$ cat src/rtl/mcs4_clock_gen_if.sv
// MCS-4 bus timing interface: stop/step control in, two-phase clocks, sync and status out.
interface mcs4_clock_gen_if;
   logic       stop_req;
   logic       step;
   logic       clk1;
   logic       clk2;
   logic       sync;
   logic [2:0] subcycle;
   logic       cycle_end;
   logic       stop_ack;

   modport master (
      input  stop_req, step,
      output clk1, clk2, sync, subcycle, cycle_end, stop_ack
   );

   modport slave (
      output stop_req, step,
      input  clk1, clk2, sync, subcycle, cycle_end, stop_ack
   );
endinterface

$ cat src/rtl/mcs4_clock_gen.sv
// MCS-4 master timing sequencer: two-phase clk1/clk2, sync on X3, stop/single-step at cycle boundaries.
module mcs4_clock_gen #(
   parameter int unsigned P1_CYC = 4,
   parameter int unsigned G1_CYC = 2,
   parameter int unsigned P2_CYC = 4,
   parameter int unsigned G2_CYC = 2
) (
   input  logic                  sysclk,
   input  logic                  reset,
   mcs4_clock_gen_if.master      bus
);

   localparam logic [1:0] SLOT_P1 = 2'd0;
   localparam logic [1:0] SLOT_G1 = 2'd1;
   localparam logic [1:0] SLOT_P2 = 2'd2;
   localparam logic [1:0] SLOT_G2 = 2'd3;
   localparam logic [2:0] SUB_X3  = 3'd7;

   typedef enum logic [1:0] {ST_RUN, ST_STOPPED, ST_STEP} state_e;

   state_e     r_state;
   state_e     w_state_nxt;
   logic       w_advance;

   // Position registers name the slot whose outputs are emitted on the next sysclk.
   logic [1:0] r_slot;
   logic [7:0] r_count;
   logic [2:0] r_pos_sub;
   logic [1:0] w_slot_nxt;
   logic [7:0] w_count_nxt;
   logic [2:0] w_pos_sub_nxt;
   logic [7:0] w_slot_max;
   logic       w_slot_done;

   logic       r_clk1;
   logic       r_clk2;
   logic       r_sync;
   logic [2:0] r_subcycle;
   logic       r_cycle_end;
   logic       r_stop_ack;

   always_comb begin
      w_slot_max = 8'(P1_CYC - 1);
      case (r_slot)
         SLOT_P1: w_slot_max = 8'(P1_CYC - 1);
         SLOT_G1: w_slot_max = 8'(G1_CYC - 1);
         SLOT_P2: w_slot_max = 8'(P2_CYC - 1);
         default: w_slot_max = 8'(G2_CYC - 1);
      endcase
   end

   assign w_slot_done = (r_count == w_slot_max);

   always_comb begin
      w_count_nxt   = r_count + 8'd1;
      w_slot_nxt    = r_slot;
      w_pos_sub_nxt = r_pos_sub;
      if (w_slot_done) begin
         w_count_nxt = 8'd0;
         w_slot_nxt  = r_slot + 2'd1;
         if (r_slot == SLOT_G2) begin
            w_pos_sub_nxt = r_pos_sub + 3'd1;
         end
      end
   end

   // Stop decisions are taken only on the cycle_end sysclk, so a cycle never halts midway.
   always_comb begin
      w_state_nxt = r_state;
      w_advance   = 1'b1;
      case (r_state)
         ST_RUN, ST_STEP: begin
            if (r_cycle_end) begin
               w_state_nxt = bus.stop_req ? ST_STOPPED : ST_RUN;
               w_advance   = !bus.stop_req;
            end
         end
         ST_STOPPED: begin
            if (!bus.stop_req) begin
               w_state_nxt = ST_RUN;
            end else if (bus.step) begin
               w_state_nxt = ST_STEP;
            end else begin
               w_advance = 1'b0;
            end
         end
         default: begin
            w_state_nxt = ST_RUN;
         end
      endcase
   end

   always_ff @(posedge sysclk) begin
      if (reset) begin
         r_state     <= ST_RUN;
         r_slot      <= SLOT_P1;
         r_count     <= 8'd0;
         r_pos_sub   <= SUB_X3;
         r_clk1      <= 1'b0;
         r_clk2      <= 1'b0;
         r_sync      <= 1'b0;
         r_subcycle  <= SUB_X3;
         r_cycle_end <= 1'b0;
         r_stop_ack  <= 1'b0;
      end else begin
         r_state <= w_state_nxt;
         if (w_advance) begin
            r_clk1      <= (r_slot == SLOT_P1);
            r_clk2      <= (r_slot == SLOT_P2);
            r_sync      <= (r_pos_sub == SUB_X3);
            r_subcycle  <= r_pos_sub;
            r_cycle_end <= (r_pos_sub == SUB_X3) && (r_slot == SLOT_G2) && w_slot_done;
            r_stop_ack  <= 1'b0;
            r_slot      <= w_slot_nxt;
            r_count     <= w_count_nxt;
            r_pos_sub   <= w_pos_sub_nxt;
         end else begin
            r_clk1      <= 1'b0;
            r_clk2      <= 1'b0;
            r_sync      <= 1'b0;
            r_subcycle  <= SUB_X3;
            r_cycle_end <= 1'b0;
            r_stop_ack  <= 1'b1;
         end
      end
   end

   assign bus.clk1      = r_clk1;
   assign bus.clk2      = r_clk2;
   assign bus.sync      = r_sync;
   assign bus.subcycle  = r_subcycle;
   assign bus.cycle_end = r_cycle_end;
   assign bus.stop_ack  = r_stop_ack;

endmodule

$ cat src/flat_wrapper.sv
// flat-port wrapper written by rule: the top's interface ports become plain ports
module mcs4_clock_gen_flat 
#(
   parameter int unsigned P1_CYC = 4,
   parameter int unsigned G1_CYC = 2,
   parameter int unsigned P2_CYC = 4,
   parameter int unsigned G2_CYC = 2
)
  (sysclk, reset, bus_stop_req, bus_step, bus_clk1, bus_clk2, bus_sync, bus_subcycle, bus_cycle_end, bus_stop_ack);
  mcs4_clock_gen_if bus_i ();
  input  logic sysclk;
  input  logic reset;
  input wire logic [$bits(bus_i.stop_req)-1:0] bus_stop_req;
  input wire logic [$bits(bus_i.step)-1:0] bus_step;
  output wire logic [$bits(bus_i.clk1)-1:0] bus_clk1;
  output wire logic [$bits(bus_i.clk2)-1:0] bus_clk2;
  output wire logic [$bits(bus_i.sync)-1:0] bus_sync;
  output wire logic [$bits(bus_i.subcycle)-1:0] bus_subcycle;
  output wire logic [$bits(bus_i.cycle_end)-1:0] bus_cycle_end;
  output wire logic [$bits(bus_i.stop_ack)-1:0] bus_stop_ack;
  assign bus_i.stop_req = bus_stop_req;
  assign bus_i.step = bus_step;
  assign bus_clk1 = bus_i.clk1;
  assign bus_clk2 = bus_i.clk2;
  assign bus_sync = bus_i.sync;
  assign bus_subcycle = bus_i.subcycle;
  assign bus_cycle_end = bus_i.cycle_end;
  assign bus_stop_ack = bus_i.stop_ack;
  mcs4_clock_gen #(.P1_CYC(P1_CYC), .G1_CYC(G1_CYC), .P2_CYC(P2_CYC), .G2_CYC(G2_CYC)) u_core (.sysclk(sysclk), .reset(reset), .bus(bus_i));
endmodule
$ cat config.mk
export PLATFORM = sky130hd
export DESIGN_NAME = mcs4_clock_gen_flat
export DESIGN_NICKNAME = d
export VERILOG_FILES = /design/src/rtl/mcs4_clock_gen_if.sv /design/src/rtl/mcs4_clock_gen.sv /design/src/flat_wrapper.sv
export SDC_FILE = /design/constraint.sdc
export NUM_CORES = 1
export LEC_CHECK = 0
export CELL_PAD_IN_SITES_DETAIL_PLACEMENT = 0
export CELL_PAD_IN_SITES_GLOBAL_PLACEMENT = 1
export CORE_UTILIZATION = 30
export DETAILED_ROUTE_END_ITERATION = 10
export PLACE_DENSITY = 0.67
export SYNTH_ARGS = -nofsm -noshare
export SYNTH_HDL_FRONTEND = slang
export SYNTH_SLANG_ARGS = --single-unit
export TNS_END_PERCENT = 30
$ cat constraint.sdc
create_clock -name sysclk -period 1.3 [get_ports sysclk]
set_input_delay 0.26 -clock sysclk [delete_from_list [all_inputs] [get_ports sysclk]]
set_output_delay 0.26 -clock sysclk [all_outputs]
set_load 0.03 [all_outputs]
==> metrics <==
most common cell in the netlist=dfxtp_1; yosys warns=0; Post-Syn Area per Cell=9.88 um2; area of the multi-input gates=606 um2; Synth Net Count=116; Setup crit end kind=flop; die width=between 60 and 70 um; # setup viols final=6; Tightest Pin Transition=roughly 0.3 ns; core area=3340 um2; critical-path cell list=nand3b_4 > nand3_2 > or4_4 > a21oi_2; nets@finish=148; FF/Latch Area=475 um2; n_diodes=0; clock buffer depth=2; adder-cell share of the synthesized area=0.0717; Yosys cell types=32; antenna violations before repair=0; Design Power=0.00121 W; # IOs=12; top_reg_cell synth=dfxtp_1; GP Congestion=0.701; Post-synth EDFFs=0; DIE AREA=3730 um2; Synth area leader=dfxtp_1; Power Density=858 nW/um2; Final Max Tran Viols=0; Port-buffer cells=11; fin crit share=1.04; clock root cell=clkbuf_4; # DRC=0; Starting DRT DRC Count=42; startpoint types=flop; Routed WL=1990 um; Rows=21; global-route wire length before repair=3190 um; synthesized instance count=106; Cell Count, Final, Fillers Out=about 180; Worst Hold Class=input pin to flop; critical path's slowest cell=or4_4; Hold Buf Count CTS=0; die height=61.1 um; GR Overflow Total=0; Peak supply drop=between 0.3 and 0.4 mV; Lkg Pwr=0.604 nW; Post-Synth Simple-Gate Area=0.303; CP bufs+invs=0; Final Hold Viols=0; layout cells sized above 1=0.431; max frequency=between 700 and 800 MHz; cell area after synthesis=roughly 1000 um2; mux cell area share after synthesis=0.0287; # fillers=335; asr flop ratio synth=0; outcome=complete, but fails checks; Critical Path RT=1.54 ns; Placed Instances=between 150 and 200; iteration count of the initial detailed-routing pass=4; worst hold slack=0.262 ns; sequential element share of the synthesized area=0.440; vias in the first global route=766; Critical Path Fanout Max=4; compound-cell area share of the yosys netlist=0.0848; post-synth top area share=0.440; GRT Total Usage=0.118; max-cap violations=0; Final ANT Viol Nets=0; Initial Util=0.314; clk_skew=~0.012 ns; final HPWL from detailed placement=about 1600 um; clock sinks=23; fin crit period=about 1.3 ns; failing checks=setup timing; RSZ-0062 raised after global routing=yes; Avg WL per Cell=between 10 and 15 um; CP delay by family, top=simple AND/OR/NAND/NOR gates; commonest cells in the netlist=dfxtp_1 (23), nor2_1 (10), nand2_1 (7), nand3_1 (7), ha_1 (6); DR vias=840; Yosys reg bits=23; Setup WS post-layout=-0.0487 ns; largest net degree at the start of global routing=14; Synth area leaders=dfxtp_1 (44%), ha_1 (7.2%), nor2_1 (3.6%), nand3_1 (3.3%), xor2_1 (3.3%); Num CTS Buffers=3; max_slew headroom=0.803; Post-Synth XOR/XNOR Area=0.0418; critical setup path kind=flop to flop; H-tree lvl count=1; slowest cell delay on critical path=around 0.52 ns; largest family of logic cells by synthesized area=simple AND/OR/NAND/NOR gates; CP arrival=about 1.6 ns; vias per inst=4.59; CTS tree=done; worst-skew pair later-pin latency=0.31 ns; Layout area overhead=34.3%; CTS clk-pin slew, worst paths=0.13 ns
path summary, 6_finish.rpt:
kind / from / to / slack (ns) / cells past startpoint
worst max-delay path: u_core.r_state[0]$_SDFFE_PP0P_ / u_core.r_count[6]$_SDFFE_PP0P_ / -0.05 / 4
worst min-delay path: bus_step / u_core.r_state[1]$_SDFFE_PP0P_ / 0.26 / 3
worst max register to register: u_core.r_state[0]$_SDFFE_PP0P_ / u_core.r_count[6]$_SDFFE_PP0P_ / -0.05 / 4
worst min register to register: u_core.r_pos_sub[1]$_SDFFE_PP1P_ / u_core.bus.subcycle[1]$_SDFF_PP1_ / 0.47 / 2
cells in the final DEF, fill, tap and decap left out, types with 2 or more instances in the layout:
cell	count
and3_1	2
xor2_1	4
ha_1	5
mux2i_1	3
and2_1	3
and4_1	2
dfxtp_1	15
dlymetal6s2s_1	2
a21oi_2	4
a21oi_1	3
clkbuf_2	6
nand3_2	2
clkbuf_4	3
nand3_1	6
nor2_2	4
dfxtp_2	6
nor2_1	9
dfxtp_4	2
nand2_1	6
inv_1	3
o21ai_0	3
or3_1	4
buf_4	19
metal layers:
metal / vias to the layer above / GRT usage / part of all wire
met4: 0 / 0.0584 / 0.013
met1: 397 / 0.142 / 0.48
met2: 8 / 0.202 / 0.49
met3: 2 / 0.0189 / 0.016
met5: - / 0 / 0
li1: 433 / - / -
cell families (layout without fill, tap and decap cells):
kind of cell / after synthesis / in the layout
and+or+nand+nor: 50 / 50
DFF: 23 / 23
AOI/OAI and AO/OA: 13 / 13
adders and majority gates: 6 / 6
buffers and inverters: 6 / 37
xor gates and xnor gates: 5 / 5
muxes: 3 / 3
worst min-delay path: stages:
cell and delay, ns:
dlymetal6s2s_1 0.13, nand4b_1 0.10, a21oi_1 0.06
final cells by class:
cell class	instances	area share
Multi-Input combinational cell	77	0.431
Sequential cell	23	0.338
Timing Repair Buffer	30	0.163
Tap cell	46	0.0409
Clock buffer	3	0.0160
Inverter	3	0.00801
Clock inverter	1	0.00356
report_power, final:
group | total [W] | internal (W) | switching (W)
Combinational | 0.000154 | 0.0000768 | 0.0000777
Sequential | 0.000733 | 0.000720 | 0.0000130
Clock | 0.000320 | 0.000115 | 0.000205
Total | 0.00121 | 0.000911 | 0.000296
what timing repair did:
item / 4_1_cts / 5_1_grt
pin swaps: 0 / 9
hold endpoints to repair: 0 / 0
buffers inserted: 0 / 2
endpoints found under the setup margin: 25 / 29
resized for setup: 13 / 30
state kept, by name, summed over array words and instances, names as in the netlist:
signal and cells:
u_core.r_slot 2, u_core.r_count 8, u_core.bus.clk1 1, u_core.bus.cycle_end 1, u_core.r_pos_sub 3, u_core.bus.stop_ack 1
u_core.r_state 2, u_core.bus.subcycle 3, u_core.bus.clk2 1, u_core.bus.sync 1
through the flow:
stage          utilization  TNS [ns]  setup WS, ns  cell area (um2)
3_5_place_dp         0.396     -8.75        -0.464             1320
6_report             0.421   -0.0944       -0.0487             1410
4_1_cts              0.404     -1.27        -0.146             1350
3_3_place_gp         0.396     -8.15        -0.443             1320
5_1_grt              0.421    -0.684       -0.0884             1410
2_1_floorplan            -         0       0.00253             1050
(Power assumes the default switching activity.)
